$ cat src/rtl/fp_pkg.sv
// Shared widths, field bundles and helpers for the FP adder pipeline stages.
package fp_pkg;

  localparam int EXP_W = 8;
  localparam int MAN_W = 23;
  localparam int SIG_W = MAN_W + 4;

  typedef struct packed {
    logic             sign;
    logic [EXP_W-1:0] exp;
    logic [MAN_W-1:0] man;
  } fp_fields_t;

  typedef struct packed {
    logic             sign_l;
    logic             sign_s;
    logic [EXP_W-1:0] exp;
    logic [SIG_W-1:0] sig_l;
    logic [SIG_W-1:0] sig_s;
    logic             eff_sub;
    logic             special;
  } aligned_t;

  // Denormals share the exponent of the smallest normal.
  function automatic logic [EXP_W-1:0] eff_exp(input logic [EXP_W-1:0] e);
    return (e == '0) ? EXP_W'(1) : e;
  endfunction

endpackage

$ cat src/rtl/fp_rshift_sticky.sv
// Combinational significand right shifter producing G/R in the low bits and S in bit 0.
// Sticky collection is enabled by defining ALIGN_STICKY_EN; otherwise bit 0 is forced to 0.
module fp_rshift_sticky
  import fp_pkg::*;
(
  input  logic [SIG_W-1:0] sig_in,
  input  logic [EXP_W-1:0] shamt,
  output logic [SIG_W-1:0] sig_out
);

  localparam logic [EXP_W-1:0] MAX_SH = EXP_W'(SIG_W);

  logic [SIG_W-1:0] shifted;

`ifdef ALIGN_STICKY_EN
  logic [SIG_W-1:0] lost_mask;

  always_comb begin
    shifted   = '0;
    lost_mask = '1;
    if (shamt < MAX_SH) begin
      shifted   = sig_in >> shamt;
      lost_mask = ~({SIG_W{1'b1}} << shamt);
    end
    // S covers the bit landing in position 0 plus everything pushed off the end.
    sig_out = {shifted[SIG_W-1:1], (|(sig_in & lost_mask)) | shifted[0]};
  end
`else
  always_comb begin
    shifted = '0;
    if (shamt < MAX_SH)
      shifted = sig_in >> shamt;
    sig_out = shifted & {{(SIG_W-1){1'b1}}, 1'b0};
  end
`endif

endmodule

$ cat src/rtl/fp_align_stage.sv
// Two-stage exponent alignment for the FP adder: order operands by magnitude, then align the smaller.
// Behaviour of the sticky bit depends on ALIGN_STICKY_EN (see fp_rshift_sticky).
module fp_align_stage
  import fp_pkg::*;
(
  input  logic             clk,
  input  logic             rst,
  input  logic             in_valid,
  output logic             in_ready,
  input  logic             sign_a,
  input  logic [EXP_W-1:0] exp_a,
  input  logic [MAN_W-1:0] man_a,
  input  logic             sign_b,
  input  logic [EXP_W-1:0] exp_b,
  input  logic [MAN_W-1:0] man_b,
  output logic             out_valid,
  input  logic             out_ready,
  output logic             sign_l,
  output logic             sign_s,
  output logic [EXP_W-1:0] exp_out,
  output logic [SIG_W-1:0] sig_l,
  output logic [SIG_W-1:0] sig_s,
  output logic             eff_sub,
  output logic             special
);

  typedef struct packed {
    logic             sign_l;
    logic             sign_s;
    logic [EXP_W-1:0] exp_l;
    logic             hid_l;
    logic [MAN_W-1:0] man_l;
    logic             hid_s;
    logic [MAN_W-1:0] man_s;
    logic [EXP_W-1:0] diff;
    logic             eff_sub;
    logic             special;
  } s1_t;

  fp_fields_t a, b;
  logic [EXP_W-1:0] ea, eb;
  logic             ha, hb, a_ge;
  s1_t              s1_next, s1_q;
  logic             s1_valid, s2_adv;
  logic [SIG_W-1:0] shifted_s;
  aligned_t         s2_next, out_q;

  assign a = {sign_a, exp_a, man_a};
  assign b = {sign_b, exp_b, man_b};

  assign s2_adv   = !out_valid || out_ready;
  assign in_ready = !s1_valid || s2_adv;

  // Ties keep A as the larger operand.
  always_comb begin
    ea   = eff_exp(a.exp);
    eb   = eff_exp(b.exp);
    ha   = (a.exp != '0);
    hb   = (b.exp != '0);
    a_ge = {ea, ha, a.man} >= {eb, hb, b.man};
    s1_next         = '0;
    s1_next.eff_sub = a.sign ^ b.sign;
    s1_next.special = (a.exp == '1) || (b.exp == '1);
    if (a_ge) begin
      s1_next.sign_l = a.sign;  s1_next.sign_s = b.sign;
      s1_next.exp_l  = ea;      s1_next.diff   = ea - eb;
      s1_next.hid_l  = ha;      s1_next.man_l  = a.man;
      s1_next.hid_s  = hb;      s1_next.man_s  = b.man;
    end else begin
      s1_next.sign_l = b.sign;  s1_next.sign_s = a.sign;
      s1_next.exp_l  = eb;      s1_next.diff   = eb - ea;
      s1_next.hid_l  = hb;      s1_next.man_l  = b.man;
      s1_next.hid_s  = ha;      s1_next.man_s  = a.man;
    end
  end

  fp_rshift_sticky u_rshift (
    .sig_in  ({s1_q.hid_s, s1_q.man_s, 3'b000}),
    .shamt   (s1_q.diff),
    .sig_out (shifted_s)
  );

  always_comb begin
    s2_next         = '0;
    s2_next.sign_l  = s1_q.sign_l;
    s2_next.sign_s  = s1_q.sign_s;
    s2_next.exp     = s1_q.exp_l;
    s2_next.sig_l   = {s1_q.hid_l, s1_q.man_l, 3'b000};
    s2_next.sig_s   = shifted_s;
    s2_next.eff_sub = s1_q.eff_sub;
    s2_next.special = s1_q.special;
  end

  // Stage 2 drains before stage 1 refills so a full pipe still moves one item per cycle.
  always_ff @(posedge clk) begin
    if (rst) begin
      s1_valid  <= 1'b0;
      s1_q      <= '0;
      out_valid <= 1'b0;
      out_q     <= '0;
    end else begin
      if (s2_adv) begin
        out_valid <= s1_valid;
        if (s1_valid)
          out_q <= s2_next;
      end
      if (in_ready) begin
        s1_valid <= in_valid;
        if (in_valid)
          s1_q <= s1_next;
      end
    end
  end

  assign sign_l  = out_q.sign_l;
  assign sign_s  = out_q.sign_s;
  assign exp_out = out_q.exp;
  assign sig_l   = out_q.sig_l;
  assign sig_s   = out_q.sig_s;
  assign eff_sub = out_q.eff_sub;
  assign special = out_q.special;

endmodule

$ cat config.mk
export PLATFORM = sky130hd
export DESIGN_NAME = fp_align_stage
export DESIGN_NICKNAME = d
export VERILOG_FILES = /design/src/rtl/fp_pkg.sv /design/src/rtl/fp_rshift_sticky.sv /design/src/rtl/fp_align_stage.sv
export SDC_FILE = /design/constraint.sdc
export NUM_CORES = 1
export LEC_CHECK = 0
export ABC_AREA = 1
export BUFFER_PORTS_ARGS = -buffer_cell sky130_fd_sc_hd__buf_2
export CAP_MARGIN = 0
export CORE_ASPECT_RATIO = 0.9
export CORE_MARGIN = 2
export CORE_UTILIZATION = 55
export DETAILED_ROUTE_END_ITERATION = 6
export PLACE_DENSITY = 0.78
export SETUP_SLACK_MARGIN = 0.05
export SYNTH_ARGS = -nofsm -noshare
export SYNTH_HDL_FRONTEND = slang
export SYNTH_SLANG_ARGS = --single-unit
export TNS_END_PERCENT = 10
$ cat constraint.sdc
create_clock -name clk -period 6.7 [get_ports clk]
set_clock_uncertainty 0.05 [all_clocks]
set_input_delay 0.67 -clock clk [delete_from_list [all_inputs] [get_ports clk]]
set_output_delay 0.67 -clock clk [all_outputs]
set_load 0.01 [all_outputs]
Yosys cells after proc, flatten, opt, wreduce, memory -nomap -nowiden
Index checks and enable logic that the tools add are counted.

Bits in registers: 132. Bits in latches: 0. RAM bits: 0. ROM bits: 0. Memories kept: 0.

Add/subtract/negate cells: 2. $mul: 0. Divide/modulo/power cells: 0. $lt $le $gt $ge: 2. Equal/unequal tests: 2. Shift-type cells: 1. Multiplexer cells: 4. Bitwise logic cells: 1. Reduce and logical (&&, ||, !) cells: 11.

Operators by type and width (number): 2-to-1 mux 66 bit (1); greater-or-equal comparator 32 bit (1); 2-to-1 mux 27 bit (1); >> shifter 27 x 8 -> 27 bit (1); equality test 8 bit, second input constant (2); logical NOT 8 bit (2); 2-to-1 mux 8 bit (2); nonzero test 8 bit (2); subtractor 8 bit (2); < comparator 8 x 5 -> 1 bit, second input constant (1); AND reduction 2 bit (2); logical OR 1 bit (3); logical NOT 1 bit (2); XOR 1 bit (1).

Depth between registers and ports, before layout
Gate-level depths: netlist of run 1.

Word-level depth: 4. Mapped depth: 18.

Modules after synthesis
Synthesis of run 1 repeated with hierarchy kept, for this count alone.

Cells, all modules: 1341. Area total of the unflattened synthesis: 8538.2 um^2.

By module, submodules not included: fp_align_stage (instances 1, cells an instance 1039, area each 7053.0 um^2); fp_rshift_sticky (instances 1, cells an instance 302, area each 1485.2 um^2).

Worst setup path after synthesis of run 1
Ideal clock, no wire load.

Path kind: input port to flip-flop. Start point: in exp_b[3]. End point: reg s1_q[57] (netlist name). Setup time: 132 ps. Data arrival time: 2620 ps. Slack: 3898 ps. Cell stages on the path: 16. Cells stage by stage: inv_1 nand2_1 nor4_1 nor2_1 ha_1 nand2_1 nor3_2 nand2_2 a21oi_2 nor2_4 nand2_1 buf_6 buf_4 nand2_1 nand3_1 a21oi_1.

Longest elaborated chain between the ends: 4.

Ends and longest elaborated chain: from (decl) (line fp_align_stage.sv:14) `input logic [EXP_W-1:0] exp_b,`; logical NOT 8 bit (line fp_pkg.sv:26) `return (e == '0) ? EXP_W'(1) : e;`; 2-to-1 mux 8 bit (line fp_pkg.sv:26); greater-or-equal comparator 32 bit (line fp_align_stage.sv:60) `a_ge = {ea, ha, a.man} >= {eb, hb, b.man};`; 2-to-1 mux 66 bit * (line fp_align_stage.sv:64) `if (a_ge) begin`; to (signal assigned) (line fp_align_stage.sv:110) `s1_q <= s1_next;`; to (decl) (line fp_align_stage.sv:43) `s1_t s1_next, s1_q;`.

Mark *: on every way between the ends. The rest lies on a longest branch, timed or not. A chain may end at the register's enable or synchronous reset.

Worst setup path after layout of run 1
Start point: in exp_b[5]. End point: reg s1_q[41] (netlist name).

Longest elaborated chain between the ends: 4.

Ends and longest elaborated chain (line): logical NOT 8 bit (fp_pkg.sv:26); 2-to-1 mux 8 bit (fp_pkg.sv:26); greater-or-equal comparator 32 bit * (fp_align_stage.sv:60); 2-to-1 mux 66 bit * (fp_align_stage.sv:64).

Marked as above.

==> results of run 1 <==
path summary, 6_finish.rpt:
kind / startpoint / endpoint / cells past startpoint
worst min register to register: sig_s[12] / sig_s[12] / 2
worst max register to register: s1_q[3] / sig_s[15] / 9
worst min-delay path: sig_s[12] / sig_s[12] / 2
worst max-delay path: exp_b[5] / s1_q[41] / 15
cells in the final DEF, fill, tap and decap left out, types with 3 or more instances in the layout:
cell and instances:
nand2_1 330, nand3_1 250, dfxtp_1 132, buf_2 131, inv_1 118, nor2_1 114, a21oi_1 112, o21ai_0 51
ha_1 38, clkbuf_16 17, nand4_1 11, nand2_2 8, xor2_1 8, inv_2 7, inv_6 7, buf_4 7
a21o_1 5, o211ai_1 5, o21a_1 4, conb_1 4, o21ai_1 3
kinds of logic after synthesis:
kind of cell               Yosys count  synth area share, %
AOI/OAI and AO/OA                  187                 11.9
xor gates and xnor gates             9                0.949
DFF                                132                 31.8
buffers and inverters              225                 11.6
and+or+nand+nor                    722                 37.4
other                                1               0.0451
adders and majority gates           40                 6.21
final cells by class:
type,instances,share of cell area (%)
flip-flops and latches,132,28.2
well taps,198,2.64
inverters,126,5.05
clock inverters,13,1.44
multi-input cells,962,50.4
clock buffers,19,4.73
repair buffers,138,7.56
power by group through the flow:
stage	sequential [W]	combinational, W	clock (W)
floorplan	0.000893	0.000406	0
global placement	0.000907	0.000518	0
detailed placement	0.000908	0.000525	0
CTS	0.000891	0.000529	0.000921
global route	0.000899	0.000603	0.000961
finish	0.000893	0.000535	0.000915
layer usage:
layer	vias to the layer above	routed length [um]	track usage, %
met2	351	10100	44.1
met4	0	547	9.71
li1	4403	-	-
met5	-	0	0
met3	42	2010	5.74
met1	3938	10900	43.0
registers in the layout, summed over array words and instances, names as in the netlist:
signal and flops:
sig_s 26, sign_s 1, out_valid 1, s1_valid 1, special 1, eff_sub 1
s1_q 68, sig_l 24, exp_out 8, sign_l 1
through the flow:
stage          instances  total power [W]
6_report            1588          0.00234
5_1_grt             1588          0.00246
4_1_cts             1588          0.00234
3_5_place_dp        1556          0.00143
3_3_place_gp        1556          0.00142
2_1_floorplan       1319          0.00130
worst max-delay path, cell delays in order:
cell and delay (ns):
buf_2 0.11, inv_1 0.10, nand4_1 0.11, nor4_1 0.50
nor2_1 0.20, ha_1 0.36, nand2_1 0.07, nor3_2 0.12
nand2_2 0.08, a21oi_2 0.16, nor2_4 0.06, nand2_2 0.85
nand2_1 0.18, nand3_1 0.13, a21oi_1 0.07
==> out/qor.yml, run 1 <==
detailed_routing:
  drc_errors: 0
  post_drt_wl_per_cell_um: 14.9
  wl_um: 23600
  dr.pass1.iters: 5
  dr_total_vias: 8734
  vias_per_cell: 5.50
  drtIter0Drc: 1058
  ant_nets: 0
sta:
  hold_viol: 0
  relSlewSlack_pct: 20.9
  worst_slew_pin_slew_ns: 1.18
  rsz0062_at_grt: "no"
  min_period_over_period_pct: 53.3
  setup_viol: 0
  slew_viol_final: 0
  period_needed_ns: 3.57
  setup_tns_ns: 0
  fmax_mhz: 280
  worst_hold_slack_ns: 0.411
  fin_ws_ns: 3.13
layout:
  register_area_sq_mm: 0.00264
  stdcell_area_sq_mm: 0.00937
  fin_nets: 1485
  fillers: 1460
  multi_input_area_sq_mm: 0.00472
  diodes: 0
  area_growth_pct: 12.8
  drive_gt1_share_pct: 13.8
  finish.utilization_pct: 63.7
clock_tree:
  clkSinkCount: 132
  cts.clk_slew.worst_paths_ns: 0.06
  cts_tree: "built"
  cts.path.max_buffers: 2
  post_cts_buffers: 0
  h-tree-depth: 4
  cts.repair.resized: 0
  cts-root-buf: "clkbuf_16"
  cts_buffers: 17
  cts_hold_buf: 0
  insertion_delay_ns: 0.43
power_and_ir_drop:
  swShare_pct: 33.5
  p_seq_share_pct: 38.1
  power_density_mw_per_mm2: 250
  p_switching_w: 0.000786
  p_leak_nw: 4.63
  clkPwrFrac_pct: 39.1
  p_int_w: 0.00156
  peakVddDrop_uv: 183
  power_frac_comb_pct: 22.8
synthesis:
  ys_async_sr_fraction_pct: 0
  synth_edf_count: 0
  synthDominantCellAreaShare_pct: 31.8
  synth.area.top_cells: "dfxtp_1, nand2_1, nand3_1, a21oi_1, ha_1"
  yosys_warnings: 0
  ys_seq_area_share_pct: 31.8
  synth_top_cell_by_area: "dfxtp_1"
  ys_ff_latch: 132
  synth_cell_type_count: 38
  yosys.cell_count.top_type: "nand2_1"
  netlist_instances: 1316
  synth_common_cells: "nand2_1, nand3_1, dfxtp_1, inv_1, nor2_1"
  synth-main-ff-cell: "dfxtp_1"
  syn_area_sq_mm: 0.00831
  postSynthAreaPerCell_sq_um: 6.31
floorplan:
  initial_utilization_pct: 56.5
  fp-row-count: 42
  fp.dieW_um: 134
  die_h_um: 121
  dieArea_sq_mm: 0.0161
  core_sq_mm: 0.0147
  io-pin-count: 136
hold_path:
  holdCritPathClass: "flop to flop"
worst_setup_path:
  cp-start-kind: "input port"
  r2r_slack_ns: 3.73
  required_ns: 6.92
  worstPathMaxFanout: 65
  cp-end-kind: "flop"
  arrival_ns: 3.79
  critical_path_class: "input port to flop"
placement:
  dp_hpwl_um: 16700
  gp_congestion: 0.941
  place_worst_setup_slack_ns: 2.81
  io_buffers: 131
  placed_cell_area_sq_mm: 0.00879
global_routing:
  overflow: 0
  grt_pass1_wl_um: 38500
  grt.total_usage_pct: 29.6
  grt_start_max_net_pins: 96
  antenna_found_initial: 0
  grt_pass1_vias: 7736
job:
  drv_cap: 0
status:
  outcome: "complete, no violations"
Note: power is estimated with default switching activity, not from simulation.
==> inputs of run 2 (changes only) <==
==> constraint.sdc (replaced) <==
create_clock -name clk -period 3.4 [get_ports clk]
set_clock_uncertainty 0.05 [all_clocks]
set_input_delay 0.34 -clock clk [delete_from_list [all_inputs] [get_ports clk]]
set_output_delay 0.34 -clock clk [all_outputs]
set_load 0.01 [all_outputs]
==> out/qor.yml, run 2 (synthesis gave the netlist of run 1 again) <==
status:
  outcome: "complete, no violations"
global_routing:
  grt_start_max_net_pins: 95  # -1.0%
  grt_pass1_vias: 7820  # +1.1%
  grt_pass1_wl_um: 38500  # +0.14%
  grt.total_usage_pct: 29.9  # +0.34 points
  antenna_found_initial: 1  # +1
  overflow: 0  # unchanged
sta:
  period_needed_ns: 2.55
  setup_tns_ns: 0  # unchanged
  fin_ws_ns: 0.851  # -2.28 ns
  min_period_over_period_pct: 75.0
  setup_viol: 0  # unchanged
  rsz0062_at_grt: "no"
  relSlewSlack_pct: 32.3  # +11 points
  worst_slew_pin_slew_ns: 1.01  # -0.168 ns
  fmax_mhz: 392
  slew_viol_final: 0  # unchanged
  hold_viol: 0  # unchanged
detailed_routing:
  dr_total_vias: 8768  # +0.39%
  drc_errors: 0  # unchanged
  dr.pass1.iters: 7  # +2
  drtIter0Drc: 741  # -30%
  post_drt_wl_per_cell_um: 14.7  # -1.2%
  wl_um: 23600  # -0.28%
  vias_per_cell: 5.47  # -0.49%
  ant_nets: 0  # unchanged
hold_path:
  hold_start: "sign_a"
  hold_depth: 3  # +1
  holdCritPathClass: "input port to flop"
  whs_endpoint: "s1_q[1]"
power_and_ir_drop:
  p_seq_share_pct: 37.9  # -0.2 points
  p_switching_w: 0.00158  # +100%
  power_frac_comb_pct: 24.1  # +1.3 points
  power_density_mw_per_mm2: 484  # +93%
  clkPwrFrac_pct: 37.9  # -1.2 points
  p_int_w: 0.00301  # +93%
  swShare_pct: 34.4  # +0.88 points
  p_leak_nw: 4.70  # +1.5%
  peakVddDrop_uv: 382  # +110%
worst_setup_path:
  cp-end-kind: "flop"
  cp_cell_sequence: "buf_2 -> inv_1 -> nand4_1 -> nor4_1 -> buf_4 -> ha_1 -> a21o_1 -> nor2_1 -> a21oi_2 -> nor2_4 -> nand2_2 -> buf_4 -> nand2_1 -> nand3_1 -> a21oi_1"
  required_ns: 3.69  # -3.23 ns
  worstPathMaxFanout: 20  # -69%
  crit_buf_inv: 4  # +2
  path_common_cell: "buf_4"
  cpPeakStageDelay_ns: 0.32  # -0.53 ns
  arrival_ns: 2.84  # -0.95 ns
  r2r_slack_ns: 1.15  # -2.58 ns
  critical_path_class: "input port to flop"
  critPathLaunch: "exp_b[6]"
  reg2reg_from: "s1_q[9]"
  cp_slowest_cell: "nor4_1"
  cp-start-kind: "input port"
  r2r_cells: 10  # +1
  reg2reg_to: "sig_s[9]"
  critPathTopFamily: "simple AND/OR/NAND/NOR gates"
layout:
  final_cell_mix: "nand2_1, nand3_1, dfxtp_1, buf_2, inv_1"
  area_growth_pct: 14.2
  diodes: 0  # unchanged
  drive_gt1_share_pct: 14.7  # +0.93 points
  largest_reg_flops: 68  # unchanged
  largest_register: "s1_q"
  instances_no_fill: 1602  # +0.88%
  final_common_cell: "nand2_1"
  fin_nets: 1499  # +0.94%
clock_tree:
  clkSinkCount: 132  # unchanged
  h-tree-depth: 4  # unchanged
  cts_hold_buf: 0  # unchanged
  insertion_delay_ns: 0.43  # about the same
  cts.clk_slew.worst_paths_ns: 0.06  # about the same
  cts_buffers: 17  # unchanged
  cts.repair.resized: 0  # unchanged
  cts.path.max_buffers: 2  # unchanged
  cts_tree: "built"
  post_cts_buffers: 0  # unchanged
  cts-root-buf: "clkbuf_16"
placement:
  io_buffers: 131  # unchanged
  place_inst: 1570  # +0.90%
  dp_hpwl_um: 17300  # +3.1%
  place_worst_setup_slack_ns: 0.467  # -2.34 ns
  gp_congestion: 0.986  # +4.8%
floorplan:
  core_sq_mm: 0.0147  # unchanged
  dieArea_sq_mm: 0.0161  # unchanged
  die_h_um: 121  # unchanged
  fp.dieW_um: 134  # unchanged
  fp-row-count: 42  # unchanged
  io-pin-count: 136  # unchanged
  initial_utilization_pct: 56.5  # unchanged
job:
  drv_cap: 0  # unchanged
run 2: worst reg2reg max path: stages (launching register included):
cell and delay [ns]:
dfxtp_1 0.32, nor2_2 0.40, buf_4 0.25, nand2_1 0.08, o21ai_0 0.36, nand2_1 0.14
nor2_1 0.18, nand2_1 0.07, nand2_1 0.07, o21ai_0 0.10, a21oi_1 0.16
run 2: how the worst max path moves through the flow:
stage	end	slack [ns]	cells past startpoint
final	s1_q[60]	0.85	15
after CTS	s1_q[60]	0.90	15
after global placement	s1_q[60]	0.56	15
after detailed placement	s1_q[60]	0.47	15
after floorplan	s1_q[57]	0.93	16
after global routing	s1_q[60]	0.72	15
run 2: power by group through the flow:
stage	Clock, W	Sequential, W	Combinational (W)
floorplan	0	0.00176	0.000799
global placement	0	0.00177	0.00107
detailed placement	0	0.00177	0.00108
CTS	0.00176	0.00174	0.00109
global route	0.00183	0.00175	0.00124
finish	0.00174	0.00174	0.00111
run 2: final cells by class:
type                            count  area [sq um]
Clock inverter                     15           138
Sequential cell                   132          2640
Clock buffer                       17           425
Tap cell                          198           248
Inverter                          126           473
Timing Repair Buffer              152           838
Fill cell                        1425          5230
Multi-Input combinational cell    962          4720
run 2: stage by stage:
step / total power (W) / utilization (%) / hold WS, ns / cell area, sq um
after floorplan: 0.00256 / - / 0.392 / 8320
after global placement: 0.00284 / 60.6 / 0.400 / 8920
after detailed placement: 0.00285 / 60.6 / 0.403 / 8920
after CTS: 0.00459 / 64.5 / 0.134 / 9480
after global routing: 0.00483 / 64.5 / 0.149 / 9480
final: 0.00459 / 64.5 / 0.151 / 9480
run 2: metal layers:
metal  up-vias  GRT usage [%]  wire [um]
met5         -              0          0
met4         0           9.51        393
met3        35           5.79       2030
met2       339           46.2      10300
li1       4419              -          -
met1      3975           42.4      10800
==> inputs of run 3 (changes only) <==
--- a/config.mk
+++ b/config.mk
@@ -10,9 +10,9 @@
 export CAP_MARGIN = 0
 export CORE_ASPECT_RATIO = 0.9
 export CORE_MARGIN = 2
-export CORE_UTILIZATION = 55
+export CORE_UTILIZATION = 52
 export DETAILED_ROUTE_END_ITERATION = 6
-export PLACE_DENSITY = 0.78
+export PLACE_DENSITY = 0.77
 export SETUP_SLACK_MARGIN = 0.05
 export SYNTH_ARGS = -nofsm -noshare
 export SYNTH_HDL_FRONTEND = slang
==> constraint.sdc (replaced) <==
create_clock -name clk -period 2.1 [get_ports clk]
set_clock_uncertainty 0.05 [all_clocks]
set_input_delay 0.21 -clock clk [delete_from_list [all_inputs] [get_ports clk]]
set_output_delay 0.21 -clock clk [all_outputs]
set_load 0.01 [all_outputs]
==> out/qor.yml, run 3 (synthesis gave the netlist of run 1 again) <==
layout:
  fin_nets: 1596  # +6.5%
  multi_input_area_sq_mm: 0.00485  # +2.8%
  stdcell_area_sq_mm: 0.0106  # +12%
  diodes: 0  # unchanged
  register_area_sq_mm: 0.00264  # unchanged
  drive_gt1_share_pct: 21.9  # +7.2 points
  largest_reg_flops: 68  # unchanged
  largest_register: "s1_q"
  final_common_cell: "nand2_1"
  final_cell_mix: "nand2_1, nand3_1, dfxtp_1, buf_2, inv_1"
  area_growth_pct: 27.4
  fillers: 1402  # -1.6%
sta:
  setup_tns_ns: 0  # unchanged
  worst_slew_pin_slew_ns: 0.693  # -0.321 ns
  worst_hold_slack_ns: 0.0408  # -0.111 ns
  hold_viol: 0  # unchanged
  relSlewSlack_pct: 53.7  # +21 points
  period_needed_ns: 2.09
  slew_viol_final: 0  # unchanged
  min_period_over_period_pct: 99.7
  fmax_mhz: 478
  setup_viol: 0  # unchanged
  rsz0062_at_grt: "yes"
clock_tree:
  clkSinkCount: 132  # unchanged
  cts_tree: "built"
  cts.path.max_buffers: 2  # unchanged
  cts.clk_slew.worst_paths_ns: 0.06  # about the same
  cts-root-buf: "clkbuf_16"
  cts_buffers: 17  # unchanged
  h-tree-depth: 4  # unchanged
  insertion_delay_ns: 0.43  # about the same
placement:
  gp_congestion: 0.966  # -2.1%
  dp_hpwl_um: 18300  # +6.1%
  placed_cell_area_sq_mm: 0.00964  # +8.1%
  io_buffers: 131  # unchanged
worst_setup_path:
  r2r_cells: 6  # -4
  arrival_ns: 2.33  # -0.51 ns
  cp-end-kind: "flop"
  r2r_slack_ns: 0.22  # -0.93 ns
  worstPathMaxFanout: 23  # +15%
  critical_path_class: "input port to flop"
  cp-start-kind: "input port"
  required_ns: 2.33  # -1.36 ns
floorplan:
  core_sq_mm: 0.0155  # +5.3%
  io-pin-count: 136  # unchanged
  fp-row-count: 43  # +2.4%
  fp.dieW_um: 137  # +2.8%
  die_h_um: 124  # +2.7%
  dieArea_sq_mm: 0.0170  # +5.6%
  initial_utilization_pct: 53.6  # -2.8 points
hold_path:
  holdCritPathClass: "input port to flop"
  hold_depth: 3  # unchanged
power_and_ir_drop:
  power_density_mw_per_mm2: 746  # +54%
  peakVddDrop_uv: 529  # +38%
  p_leak_nw: 5.27  # +12%
detailed_routing:
  drtIter0Drc: 845  # +14%
  ant_nets: 0  # unchanged
  wl_um: 25300  # +7.6%
  dr.pass1.iters: 5  # -2
  dr_total_vias: 9304  # +6.1%
  drc_errors: 0  # unchanged
  vias_per_cell: 5.46  # -0.18%
  post_drt_wl_per_cell_um: 14.9  # +1.2%
status:
  outcome: "complete, no violations"
global_routing:
  grt.total_usage_pct: 29.3  # -0.70 points
  overflow: 0  # unchanged
  grt_start_max_net_pins: 67  # -29%
  grt_pass1_vias: 8145  # +4.2%
  antenna_found_initial: 0  # -1
  grt_pass1_wl_um: 39300  # +2.1%
job:
  drv_cap: 0  # unchanged
==> run 3: cell types whose count changed in the layout (fill, tap and decap cells not counted), moves of 5 or more <==
cell,before,now
buf_6,0,6
nor2_1,114,108
inv_1,118,113
buf_12,2,7
buf_4,19,104
nand2_1,330,325
clkbuf_16,17,22
==> run 3: what timing repair did <==
action	in CTS	in global routing
setup buffers	0	6
resized for setup	0	44
pin swaps	0	6
endpoints found under the setup margin	6	80
hold buffers	0	0
gates cloned	0	5
==> run 3: path summary, 6_finish.rpt <==
path | from | endpoint
worst max-delay path | exp_a[6] | s1_q[31]
worst max register to register | s1_q[9] | sig_s[21]
worst min register to register | s1_q[38] | s1_q[38]
worst min-delay path | sign_a | s1_q[1]
==> run 3: stage by stage <==
stage / instances / util (%) / total power [W] / setup slack (ns)
floorplan: 1319 / - / 0.00415 / 0.0156
finish: 1703 / 68.3 / 0.00790 / 0.00671
global placement: 1660 / 62.2 / 0.00475 / -0.349
CTS: 1692 / 66.0 / 0.00773 / 0.0344
detailed placement: 1660 / 62.2 / 0.00478 / -0.410
global route: 1703 / 68.3 / 0.00827 / -0.171
==> run 3: per-layer routing <==
metal	share of wire, %	up-vias	global-route usage, %	wire, um
li1	-	4618	-	-
met1	45	4272	42.6	11500
met2	46	382	44.7	11600
met3	7.5	32	3.74	1910
met4	1.4	0	9.54	365
met5	0	-	0	0
==> run 3: area by class of cell <==
type,count,area share (%)
flip-flops and latches,132,25.0
clock buffers,20,4.22
clock inverters,12,1.35
well taps,202,2.39
multi-input cells,962,45.8
repair buffers,249,16.5
inverters,126,4.71
==> run 3: report_power, final <==
| group | leakage, nW | switching, W | internal, W | total (W) |
|---|---|---|---|---|
| registers | 1.09 | 0.000126 | 0.00269 | 0.00281 |
| logic | 3.89 | 0.00127 | 0.000846 | 0.00211 |
| clock network | 0.287 | 0.00117 | 0.00180 | 0.00297 |
==> run 3: worst max-delay path, stage by stage <==
cell and delay, ns:
buf_2 0.10, inv_1 0.08, nand4_1 0.16, nor2_4 0.18
inv_1 0.09, ha_4 0.27, nand2_1 0.06, a21oi_1 0.23
nor2_4 0.05, a21oi_4 0.15, nor2_4 0.08, nand2_4 0.15
buf_12 0.13, clkbuf_16 0.18, nand2_1 0.06, nand3_1 0.08
a21oi_1 0.06
